--- src/rtl/irq_pkg.sv ---
// Shared definitions for the user-mode interrupt controller: register map,
// cause codes, PENDING/ENABLE bit positions and the FSM state type.
package irq_pkg;

    localparam logic [2:0] REG_PENDING  = 3'd0;
    localparam logic [2:0] REG_ENABLE   = 3'd1;
    localparam logic [2:0] REG_SWI      = 3'd2;
    localparam logic [2:0] REG_MTIME    = 3'd3;
    localparam logic [2:0] REG_MTIMECMP = 3'd4;
    localparam logic [2:0] REG_STATUS   = 3'd5;

    localparam logic [4:0] CAUSE_SW       = 5'd0;
    localparam logic [4:0] CAUSE_TIM      = 5'd4;
    localparam logic [4:0] CAUSE_EXT_BASE = 5'd8;

    localparam int EXT_LSB = 8;
    localparam int TIM_BIT = 4;
    localparam int SW_BIT  = 0;

    typedef enum logic {
        IDLE    = 1'b0,
        SERVICE = 1'b1
    } state_e;

endpackage

--- src/rtl/irq_sync_edge.sv ---
// Two-flop synchroniser for one asynchronous interrupt line, followed by a
// rising-edge detector; rise is high for one cycle per 0->1 transition.
module irq_sync_edge (
    input  logic clk,
    input  logic rstn,
    input  logic irq_async,
    output logic rise
);

    logic s1_q, s2_q, s3_q;
    logic s1_d, s2_d, s3_d;

    always_comb begin
        s1_d = irq_async;
        s2_d = s1_q;
        s3_d = s2_q;
    end

    always_ff @(posedge clk or negedge rstn) begin
        if (!rstn) begin
            s1_q <= 1'b0;
            s2_q <= 1'b0;
            s3_q <= 1'b0;
        end else begin
            s1_q <= s1_d;
            s2_q <= s2_d;
            s3_q <= s3_d;
        end
    end

    assign rise = s2_q & ~s3_q;

endmodule

--- src/rtl/irq_ctrl.sv ---
// User-mode interrupt controller: pending/enable latching, fixed priority,
// free-running timer with compare, MMIO registers and the take/uret FSM.
//   state   | meaning
//   IDLE    | no handler active; an eligible candidate is taken at retire
//   SERVICE | handler running; requests masked until uret
module irq_ctrl #(
    parameter int NSRC = 4,
    parameter int TW   = 32
) (
    input  logic            clk,
    input  logic            rstn,
    input  logic [NSRC-1:0] ext_irq,
    input  logic            reg_we,
    input  logic [2:0]      reg_addr,
    input  logic [31:0]     reg_wdata,
    output logic [31:0]     reg_rdata,
    input  logic            uie,
    input  logic            retire,
    input  logic            exception,
    input  logic            uret,
    output logic            interrupt,
    output logic [31:0]     icause,
    output logic            busy
);
    import irq_pkg::*;

    logic [NSRC-1:0] ext_rise;
    logic [NSRC-1:0] pend_ext_q, pend_ext_d, en_ext_q, en_ext_d;
    logic            pend_sw_q, pend_sw_d, en_tim_q, en_tim_d, en_sw_q, en_sw_d;
    logic [TW-1:0]   mtime_q, mtime_d, mtimecmp_q, mtimecmp_d;
    state_e          state_q, state_d;

    logic            pend_tim, any_cand;
    logic [NSRC-1:0] cand_ext, claim_oh;
    logic [4:0]      code;
    logic [31:0]     pend_vec, en_vec;

    for (genvar i = 0; i < NSRC; i++) begin : g_sync
        irq_sync_edge u_sync (
            .clk       (clk),
            .rstn      (rstn),
            .irq_async (ext_irq[i]),
            .rise      (ext_rise[i])
        );
    end

    always_comb begin
        pend_tim = (mtime_q >= mtimecmp_q);
        cand_ext = pend_ext_q & en_ext_q;
        any_cand = 1'b0;
        code     = CAUSE_SW;
        claim_oh = '0;
        if (pend_sw_q && en_sw_q) begin
            any_cand = 1'b1;
            code     = CAUSE_SW;
        end
        if (pend_tim && en_tim_q) begin
            any_cand = 1'b1;
            code     = CAUSE_TIM;
        end
        // Walk from the highest index down so the lowest ext line wins.
        for (int i = NSRC - 1; i >= 0; i--) begin
            if (cand_ext[i]) begin
                any_cand    = 1'b1;
                code        = CAUSE_EXT_BASE + 5'(i);
                claim_oh    = '0;
                claim_oh[i] = 1'b1;
            end
        end
    end

    assign icause    = any_cand ? {1'b1, 26'b0, code} : 32'b0;
    assign interrupt = (state_q == IDLE) & any_cand & uie & retire & ~exception;
    assign busy      = (state_q == SERVICE);

    always_comb begin
        pend_vec                  = '0;
        pend_vec[EXT_LSB +: NSRC] = pend_ext_q;
        pend_vec[TIM_BIT]         = pend_tim;
        pend_vec[SW_BIT]          = pend_sw_q;
        en_vec                    = '0;
        en_vec[EXT_LSB +: NSRC]   = en_ext_q;
        en_vec[TIM_BIT]           = en_tim_q;
        en_vec[SW_BIT]            = en_sw_q;
        case (reg_addr)
            REG_PENDING:  reg_rdata = pend_vec;
            REG_ENABLE:   reg_rdata = en_vec;
            REG_SWI:      reg_rdata = {31'b0, pend_sw_q};
            REG_MTIME:    reg_rdata = mtime_q;
            REG_MTIMECMP: reg_rdata = mtimecmp_q;
            REG_STATUS:   reg_rdata = {31'b0, busy};
            default:      reg_rdata = 32'b0;
        endcase
    end

    always_comb begin
        pend_ext_d = pend_ext_q;
        pend_sw_d  = pend_sw_q;
        en_ext_d   = en_ext_q;
        en_tim_d   = en_tim_q;
        en_sw_d    = en_sw_q;
        mtime_d    = mtime_q + TW'(1);
        mtimecmp_d = mtimecmp_q;
        state_d    = state_q;
        if (reg_we) begin
            case (reg_addr)
                REG_PENDING:  pend_ext_d = pend_ext_d & ~reg_wdata[EXT_LSB +: NSRC];
                REG_ENABLE: begin
                    en_ext_d = reg_wdata[EXT_LSB +: NSRC];
                    en_tim_d = reg_wdata[TIM_BIT];
                    en_sw_d  = reg_wdata[SW_BIT];
                end
                REG_SWI:      pend_sw_d  = reg_wdata[0];
                REG_MTIME:    mtime_d    = reg_wdata[TW-1:0];
                REG_MTIMECMP: mtimecmp_d = reg_wdata[TW-1:0];
                default:      ;
            endcase
        end
        if (interrupt) begin
            pend_ext_d = pend_ext_d & ~claim_oh;
            state_d    = SERVICE;
        end else if (state_q == SERVICE && uret) begin
            state_d = IDLE;
        end
        // New edges are applied last so they survive a same-cycle clear or claim.
        pend_ext_d = pend_ext_d | ext_rise;
    end

    always_ff @(posedge clk or negedge rstn) begin
        if (!rstn) begin
            pend_ext_q <= '0;
            pend_sw_q  <= 1'b0;
            en_ext_q   <= '0;
            en_tim_q   <= 1'b0;
            en_sw_q    <= 1'b0;
            mtime_q    <= '0;
            mtimecmp_q <= '1;
            state_q    <= IDLE;
        end else begin
            pend_ext_q <= pend_ext_d;
            pend_sw_q  <= pend_sw_d;
            en_ext_q   <= en_ext_d;
            en_tim_q   <= en_tim_d;
            en_sw_q    <= en_sw_d;
            mtime_q    <= mtime_d;
            mtimecmp_q <= mtimecmp_d;
            state_q    <= state_d;
        end
    end

endmodule

--- config.mk ---
export PLATFORM = sky130hd
export DESIGN_NAME = irq_ctrl
export DESIGN_NICKNAME = d
export VERILOG_FILES = /design/src/rtl/irq_pkg.sv /design/src/rtl/irq_sync_edge.sv /design/src/rtl/irq_ctrl.sv
export SDC_FILE = /design/constraint.sdc
export NUM_CORES = 1
export LEC_CHECK = 0
export CAP_MARGIN = 20
export CORE_ASPECT_RATIO = 1.1
export CORE_MARGIN = 3
export CORE_UTILIZATION = 56
export DETAILED_ROUTE_END_ITERATION = 12
export PLACE_DENSITY = 0.87
export SKIP_CTS_REPAIR_TIMING = 1
export SYNTH_ARGS = -nofsm -noshare
export SYNTH_HDL_FRONTEND = slang
export SYNTH_SLANG_ARGS = --single-unit
--- constraint.sdc ---
create_clock -name clk -period 4.89 [get_ports clk]
set_clock_uncertainty 0.15 [all_clocks]
set_input_delay 0.489 -clock clk [delete_from_list [all_inputs] [get_ports clk]]
set_output_delay 0.489 -clock clk [all_outputs]
set_load 0.01 [all_outputs]
# == Word level (Yosys, flattened, before mapping) ==
# Cells that the tools add are included.
# word_totals
register_bits,88
out_inout_bits,66
input_bits,46
# op_classes
n_reduce_logical,8
bitwise_logic,20
magnitude_cmp,1
n_eq_ne,5
n_mux,24
addsub,1
# ops
operator,count
case mux 32 bit (6 select lines),1
two-way mux 32 bit,3
adder 32 x 1 -> 32 bit (second input constant),1
greater-or-equal comparator 32 bit,1
two-way mux 4 bit,8
two-way mux 5 bit,3
AND 4 bit,3
AND 1 bit,8
two-way mux 1 bit,8
NOT 4 bit,2
== test 3 x 2 -> 1 bit (second input constant),2
== test 3 bit (second input constant),2
NOT 1 bit,6
AND reduction 2 bit,3
bitwise OR 4 bit,1
== test 3 x 1 -> 1 bit (second input constant),1
logical AND 1 bit,3
logical NOT 3 bit,1
two-way mux 3 bit,1
nonzero test 2 bit,1

# == Logic depth before layout (Yosys ltp) ==
# logic_depth
depth_word,13
ltp_mapped,8

# == Hierarchy ==
# From an unflattened synthesis, not the netlist that was laid out.
# hier_totals
hier_cells,577
area_unflattened_um2,5270.1
# by_module_without_submodules
module,seq_area_each_um2,cells_per_inst,instances,area_each_um2
irq_ctrl,1941.9,561,1,4914.7
irq_sync_edge,75.1,4,4,88.8

# == Worst setup path before layout ==
# Ideal clock, no wire load.
# synth_timing
kind,register to output
start,register mtimecmp_q[19]
end,output port reg_rdata[4]
slack_ps,2173
n_path_buf,0
path_stages_with_launch,9
t_arrival_ps,2078
required_time_ps,4251
path_cell_list,dfstp_2 inv_1 ha_1 nand2_1 o21ai_0 a41oi_1 nor4b_1 a211oi_1 o41ai_1
# synth_between
elab_chain_cells,2
# synth_lines
item,line_no,text
from (decl),irq_ctrl.sv:30,"logic [TW-1:0] mtime_q, mtime_d, mtimecmp_q, mtimecmp_d;"
from (signal assigned),irq_ctrl.sv:146,mtimecmp_q <= mtimecmp_d;
greater-or-equal comparator 32 bit,irq_ctrl.sv:48,pend_tim = (mtime_q >= mtimecmp_q);
case mux 32 bit (6 select lines),irq_ctrl.sv:85,case (reg_addr)
to (decl),irq_ctrl.sv:16,"output logic [31:0] reg_rdata,"
# Every way passes these cells.

# == Worst setup path after layout ==
# Ends and elaborated chain as after synthesis.

==> reports/metrics.cfg <==
[status]
outcome=finished clean

[cells_and_area]
final_nets=732
multi_input_area_um2=2720
layout_common_cells=83 x clkdlybuf4s50_1, 63 x nand2_1, 58 x a21oi_1, 56 x dfrtp_1, 50 x nor2_1
drive_gt1_frac=0.123
final_common_cell=clkdlybuf4s50_1
n_antenna_cell=0
num-fill-cells=693
stdcell_count=772
area_delta_synth_final_pct=18.6
regArea_um2=2240

[die]
die_y_um=108
start_util=0.588
core_um2=9050
die-area_um2=10700
rows=36
die_x_um=99.0
ioPinCount=112

[logic_synthesis]
ys_types=52
synth_compound_area_frac=0.171
netlist_area_um2=5320
synth_top_family_by_area=compound AO/OA/AOI/OAI gates
seq_area_frac_synth=0.421
syn_area_per_cell_um2=9.21
yosys_warnings=0
synth_adder_area_share=0.0776
synthMuxAreaShare=0.0284
syn-instance-count=578
ys.flop_type=dfrtp_1
synth-seq-cells=88
synthSimpleGateAreaFrac=0.165
async_flop_share=1.00
synth_edf_count=0
synth_xor_area_frac=0.0494

[power_and_ir_drop]
switching_share=0.372
power_frac_clock=0.190
irDropWorstVdd_mv=0.248
internal-power_w=0.00157
p_per_area_nw_per_um2=397
seq_power_share=0.451
leakage_nw=2.64
power_switching_w=0.000934
comb_power_share=0.360

[global_route]
gr-total-overflow=0
grtUsageMet3=0.0529
grt_max_degree=61
top_usage_layer=met2
grt.met2_usage=0.416
grt.total_usage=0.247
grt_pass1_wl_um=21200
gr-usage-met1=0.314
antenna_found_initial=0
grt_pass1_vias=4503

[timing]
fmaxAchievable_mhz=253
fin_setup_tns_ns=0
min_period_ns=3.95
finalHoldViolCount=0
worst_slew_pin_slew_ns=0.748
min_period_over_period=0.808
rsz0062_at_grt=no
final_max_slew_viol_count=0
setup-violations-final=0
slew_headroom=0.501

[worst_hold_path]
hold_class=in -> async

[clock_network]
clock_latency_ns=0.38
cts_root_buf=clkbuf_8
path_clk_slew_ns=0.08
cts_buffers=9
htreeDepth=3
clock_sinks=88
cts_max_path_buffers=2
cts_tree=done

[setup_path]
cp_max_fo=3
critPathLaunchType=flop
ff2ff_setup_slack_ns=2.31
arrival_ns=3.31
crit_type=reg -> out
cp-end-kind=output pin
crit_required_ns=4.25

[drt]
drt-total-wl_um=12700
viasPerCell=5.68
ant_nets=0
first_pass_iters=4
drtIter0Drc=237
drcViolationCount=0
wl_per_cell_um=16.5
via_count=4384

[placed_design]
io_buffers=84
dp_cells=756
gp_congestion=0.926
hpwl_um=9400

[run]
maxCapViolations=0

[critical path, cell delays in order, from the launching register on]
cell	delay [ns]
dfstp_2	0.54
inv_1	0.05
ha_1	0.30
nand2_1	0.05
o21ai_0	0.23
a41oi_1	0.11
nor4b_1	0.44
a211oi_1	0.19
o41ai_1	0.39
clkdlybuf4s50_1	0.63
[cell families after synthesis]
kind of cell / after synthesis
AOI/OAI and AO/OA: 149
xor gates and xnor gates: 30
adders and majority gates: 33
buffers and inverters: 91
DFF: 88
muxes: 14
other: 1
and+or+nand+nor: 172
[routing by layer]
metal  up-vias  part of all wire
met3        20             0.051
met5         -                 0
met2       139              0.50
met1      2128              0.43
li1       2097                 -
met4         0             0.020
[cell usage after synthesis, types with 2 or more instances]
cell        n  area [um2]
a211oi_1    2        15.0
a21oi_1    58         290
a22o_1     27         236
a22oi_1     2        15.0
a2bb2oi_1   2        17.5
a41oi_1     3        26.3
and2_1      4        25.0
and3_1      2        12.5
and3_2      4        30.0
and4_1      3        26.3
buf_2       7        35.0
buf_4      28         210
clkbuf_1   16        60.1
dfrtp_1    56        1400
dfstp_2    32         841
ha_1       33         413
inv_1      39         146
mux2_2      9         101
mux2i_1     5        50.1
nand2_1    64         240
nand2b_1    2        12.5
nand3_1     8        40.0
nand3b_1    2        15.0
nand4_1     8        50.1
nand4_4     2        42.5
nor2_1     51         191
nor2b_1     8        50.1
nor3_1      2        10.0
nor3_2      4        40.0
o211ai_1    2        15.0
o21ai_0    44         220
xnor2_1    15         131
xor2_1     15         131
[through the flow]
step / total power, W / instance area (um2) / hold WS, ns / worst slack [ns] / utilization
floorplan: 0.00172 / 5420 / 0.0434 / 2.17 / -
global route: 0.00269 / 6310 / 0.0559 / 0.767 / 0.697
finish: 0.00251 / 6310 / 0.0156 / 0.937 / 0.697
CTS: 0.00251 / 6310 / 0.0387 / 0.959 / 0.697
detailed placement: 0.00202 / 6140 / 0.187 / 1.19 / 0.678
global placement: 0.00197 / 6140 / 0.184 / 1.36 / 0.678
[flip-flops by register name (all words and copies together), names as in the netlist]
name,flops
en_sw_q,1
busy,1
en_ext_q,4
g_sync.u_sync.s2_q,4
g_sync.u_sync.s1_q,4
en_tim_q,1
pend_ext_q,4
pend_sw_q,1
mtimecmp_q,32
mtime_q,32
g_sync.u_sync.s3_q,4
[power groups by stage]
stage | Clock, W | Sequential (W) | Combinational (W)
6_report | 0.000475 | 0.00113 | 0.000902
5_1_grt | 0.000516 | 0.00115 | 0.00102
4_1_cts | 0.000480 | 0.00112 | 0.000902
3_5_place_dp | 0 | 0.00114 | 0.000886
3_3_place_gp | 0 | 0.00113 | 0.000845
2_1_floorplan | 0 | 0.00107 | 0.000644
[worst paths after layout]
kind,cells past startpoint,start,end
min in group clk,0,g_sync[0].u_sync.s1_q$_DFF_PN0_,g_sync[0].u_sync.s2_q$_DFF_PN0_
min reg2reg,0,g_sync[0].u_sync.s1_q$_DFF_PN0_,g_sync[0].u_sync.s2_q$_DFF_PN0_
max in group asynchronous,2,rstn,mtimecmp_q[7]$_DFFE_PN1P_
max reg2reg,7,mtimecmp_q[0]$_DFFE_PN1P_,pend_ext_q[2]$_DFF_PN0_
min,1,rstn,mtime_q[19]$_DFF_PN0_
max,9,mtimecmp_q[19]$_DFFE_PN1P_,reg_rdata[4]
[cell type report]
type | count | share of cell area
Sequential cell | 88 | 0.355
Tap cell | 114 | 0.0226
Timing Repair Buffer | 90 | 0.140
Multi-Input combinational cell | 425 | 0.431
Clock inverter | 3 | 0.00277
Inverter | 39 | 0.0232
Clock buffer | 13 | 0.0252
No activity file was read; power rests on OpenSTA's default activity.
==> edit 1: new RTL, same flow settings <==
Change the parameter `NSRC` from 4 to 8.
--- a/src/rtl/irq_ctrl.sv
+++ b/src/rtl/irq_ctrl.sv
@@ -4,7 +4,7 @@
 //   IDLE    | no handler active; an eligible candidate is taken at retire
 //   SERVICE | handler running; requests masked until uret
 module irq_ctrl #(
-    parameter int NSRC = 4,
+    parameter int NSRC = 8,
     parameter int TW   = 32
 ) (
     input  logic            clk,
Interface: changed (resized ext_irq); port bits go from 112 to 116. No check against the original RTL was run, so the function may have changed too.
==> edit 1 against the unedited design <==
Routed wire length rose by 18%. Sequential cell count increased by 20. Utilization fell by 0.29 points. Design area increased by 15%. Count of clock-buffer cells in the layout fell by 1. Highest routed layer unchanged. Setup slack worse by 0.10 ns. Clock power increased by 54%. Largest power group unchanged. Area after synthesis is 14% higher. Total power rose by 20%.
==> edit 1: results <==
[status]
run_status = "completed"

[global_route]
grt_usage_pct = 25.43
gr-usage-met3_pct = 6.289
first_global_vias = 5109
largest_net_degree_at_the_start_of_global_routing = 71
met2_global_route_usage_pct = 43.32
wire_length_of_the_first_global_routing_pass_um = 24740
antenna_violations_before_repair = 0
global_route.usage.met1_pct = 31.17

[worst_setup_path]
cpPeakStageDelay_ns = 0.56
cp_top_family = "compound AO/OA/AOI/OAI gates"
critical_path_arrival_ns = 3.41
r2r_start = "mtimecmp_q[17]$_DFFE_PN1P_"
reg2reg_depth = 8
cp_max_fo = 4
crit_start = "mtimecmp_q[13]$_DFFE_PN1P_"

[yosys]
postSynthCellCount = 634
ys_seq_area_share_pct = 45.06
synthTopCellsByArea = "sky130_fd_sc_hd__dfrtp_1, sky130_fd_sc_hd__dfstp_2, sky130_fd_sc_hd__ha_1"
ys_top_cells_by_count = "sky130_fd_sc_hd__dfrtp_1, sky130_fd_sc_hd__nand2_1, sky130_fd_sc_hd__nor2_1, sky130_fd_sc_hd__inv_1"
synthDistinctLibCells = 55

[power_and_ir_drop]
switchingPower_uw = 1045
intPower_uw = 1971
worst_supply_voltage_drop_on_vdd_mv = 0.2449
power.clock.fraction_pct = 24.3
cellLeakagePower_uw = 0.003040
power.combinational.fraction_pct = 30.9

[detailed_routing]
drt_first_pass_iters = 8
num_vias = 5004
drt_iter0_drc = 366
finalWirelength_um = 14990
dr_wl_cell_um = 17.40

[placement]
dp.final_hpwl_um = 11010
placedInstanceArea_sq_mm = 0.006990
gp_routability_congestion = 0.9145
dpl_worst_slack_ns = 0.9933
buffer_ports.inserted = 88
placedCellCount = 845

[clock_tree]
clkLatencyLatePin_ns = 0.35
cts_buffer_depth = 2
clk_transition_reported_paths_ns = 0.07
cts.root.buffer_cell = "sky130_fd_sc_hd__clkbuf_16"

[layout]
post_route_cells_drive_above_1_share_pct = 11.28
largest_registers = "mtime_q (32), mtimecmp_q (32)"
layout.nets = 796

[sta]
timing.max_slew.rel_slack_pct = 35.62
[edit 1: cell types whose count changed after synthesis, sizes merged, moves of 10 or more]
cell,change
dfrtp,+20
mux2i,+13
a21oi,-12
inv,+12
nand3,+12
nor4,+10
[edit 1: layout make-up]
type | instances | area (sq um)
clock buffers | 12 | 246.5
clock inverters | 4 | 50.05
fillers | 782 | 3204
inverters | 51 | 191.4
multi-input cells | 448 | 2934
flip-flops and latches | 108 | 2743
well taps | 143 | 178.9
repair buffers | 95 | 943.4
[edit 1: logic make-up (layout without fill, tap and decap cells)]
group / count (synthesis) / after routing / share of synthesized area (%)
compound gates: 146 / 146 / 14.86
xor+xnor: 30 / 30 / 4.317
fa+ha+maj: 33 / 33 / 6.783
buf+inv: 104 / 162 / 8.407
flops: 108 / 108 / 45.06
mux: 31 / 31 / 5.365
other cells: 1 / 27 / 0.06161
simple gates: 181 / 181 / 15.15
[edit 1: worst reg2reg max path: cells and delay by family, from the launching register on]
kind | cells | cell delay (ns)
buf+inv | 1 | 0.06
compound gates | 6 | 1.59
flops | 1 | 0.54
fa+ha+maj | 1 | 0.29
[edit 1: metal layers]
layer	up-vias	share of wire (%)
li1	2321	-
met1	2446	40
met2	203	50
met3	34	7.0
met4	0	2.8
met5	-	0
[edit 1: worst paths after layout]
| path | slack [ns] | to |
|---|---|---|
| worst max-delay path | 0.84 | interrupt |
| worst min-delay path | 0.11 | mtime_q[7]$_DFF_PN0_ |
| worst max register to register | 2.14 | busy$_DFFE_PN0P_ |
| worst min register to register | 0.20 | g_sync[7].u_sync.s2_q$_DFF_PN0_ |
| max in group asynchronous | 3.44 | mtimecmp_q[16]$_DFFE_PN1P_ |
| min in group clk | 0.20 | g_sync[7].u_sync.s2_q$_DFF_PN0_ |
==> edit 2: new RTL, same flow settings <==
Made on the original files. Put a register stage on the output `reg_rdata`, cleared by the reset. The value now appears one clock later. The other outputs are not delayed to match.
--- a/src/rtl/irq_ctrl.sv
+++ b/src/rtl/irq_ctrl.sv
@@ -23,6 +23,8 @@
     output logic            busy
 );
     import irq_pkg::*;
+
+    logic [31:0] reg_rdata_d;
 
     logic [NSRC-1:0] ext_rise;
     logic [NSRC-1:0] pend_ext_q, pend_ext_d, en_ext_q, en_ext_d;
@@ -83,13 +85,13 @@
         en_vec[TIM_BIT]           = en_tim_q;
         en_vec[SW_BIT]            = en_sw_q;
         case (reg_addr)
-            REG_PENDING:  reg_rdata = pend_vec;
-            REG_ENABLE:   reg_rdata = en_vec;
-            REG_SWI:      reg_rdata = {31'b0, pend_sw_q};
-            REG_MTIME:    reg_rdata = mtime_q;
-            REG_MTIMECMP: reg_rdata = mtimecmp_q;
-            REG_STATUS:   reg_rdata = {31'b0, busy};
-            default:      reg_rdata = 32'b0;
+            REG_PENDING:  reg_rdata_d = pend_vec;
+            REG_ENABLE:   reg_rdata_d = en_vec;
+            REG_SWI:      reg_rdata_d = {31'b0, pend_sw_q};
+            REG_MTIME:    reg_rdata_d = mtime_q;
+            REG_MTIMECMP: reg_rdata_d = mtimecmp_q;
+            REG_STATUS:   reg_rdata_d = {31'b0, busy};
+            default:      reg_rdata_d = 32'b0;
         endcase
     end
 
@@ -148,5 +150,13 @@
         end
     end
 
+    always_ff @(posedge clk or negedge rstn) begin
+        if (!rstn) begin
+            reg_rdata <= '0;
+        end else begin
+            reg_rdata <= reg_rdata_d;
+        end
+    end
+
 endmodule
 
Check against the original RTL: not equivalent (a bounded check fails within 4 cycles, from zero or initial values and one cycle with rstn low).
==> edit 2 against the unedited design <==
Register-to-register slack worse by 0.39 ns. Routed wire length is 13% higher. Die area is 14% higher. Count of clock-buffer cells in the layout is 6 higher. Area after synthesis is 15% higher. Design area is 20% higher. Sequential cell count is 32 higher. Total power is 44% higher. Sequential share of layout area is 4.7 points higher. Setup slack worse by 0.30 ns. Sequential power is 27% higher.
==> edit 2: results <==
[placement]
placedCellCount = 815
dpl_worst_slack_ns = 1.228
placedInstanceArea_sq_mm = 0.006958

[layout]
layout.nets = 771
clk_tree_area_share_pct = 7.895
fillerInstances = 726
sequential_cell_area_sq_mm = 0.003043
final-nonclk-buf-share_pct = 11.55
flow.area_growth_from_synthesis_pct = 23.46
share_of_cell_area_taken_by_multi_input_logic_gates_pct = 36.00
n_clock_buffer = 19

[yosys]
synth_compound_gate_area_share_pct = 14.83
postSynthCellCount = 610
synth.mux.area_fraction_pct = 2.472

[global_route]
global_route.usage.met1_pct = 29.27
wire_length_of_the_first_global_routing_pass_um = 23820
largest_net_degree_at_the_start_of_global_routing = 81
first_global_vias = 4884
met2_global_route_usage_pct = 42.39

[clock_tree]
cts_made_buffers = 17
clk_transition_reported_paths_ns = 0.05

[status]
run_status = "completed"

[detailed_routing]
drt_iter0_drc = 349
dr_wl_cell_um = 17.03

[power_and_ir_drop]
intPower_uw = 2471

[worst_setup_path]
critical_path_arrival_ns = 3.61
crit_buf_inv = 1

[sta]
max_slew.worst_pin.slew_ns = 1.021
==> edit 2: cell types whose count changed in the layout (fill, tap and decap cells not counted), moves of 2 or more <==
cell | before | now
sky130_fd_sc_hd__clkinv_2 | 2 | 5
sky130_fd_sc_hd__bufinv_16 | 0 | 3
sky130_fd_sc_hd__clkbuf_8 | 11 | 1
sky130_fd_sc_hd__buf_4 | 7 | 5
sky130_fd_sc_hd__clkinvlp_4 | 1 | 4
sky130_fd_sc_hd__clkbuf_16 | 0 | 17
sky130_fd_sc_hd__dfrtp_1 | 56 | 88
==> edit 2: power groups by stage <==
stage / clock network [uW] / registers (uW) / logic (uW)
after detailed placement: 0 / 1440 / 903
after CTS: 1260 / 1430 / 934
final: 1250 / 1430 / 938
after global placement: 0 / 1430 / 855
after floorplan: 0 / 1390 / 625
after global routing: 1320 / 1460 / 1040
==> edit 2: routing by layer <==
metal	wire length, um	up-vias
met5	0	-
met4	456	0
met3	1126	43
met2	7370	255
met1	5487	2312
li1	-	2216
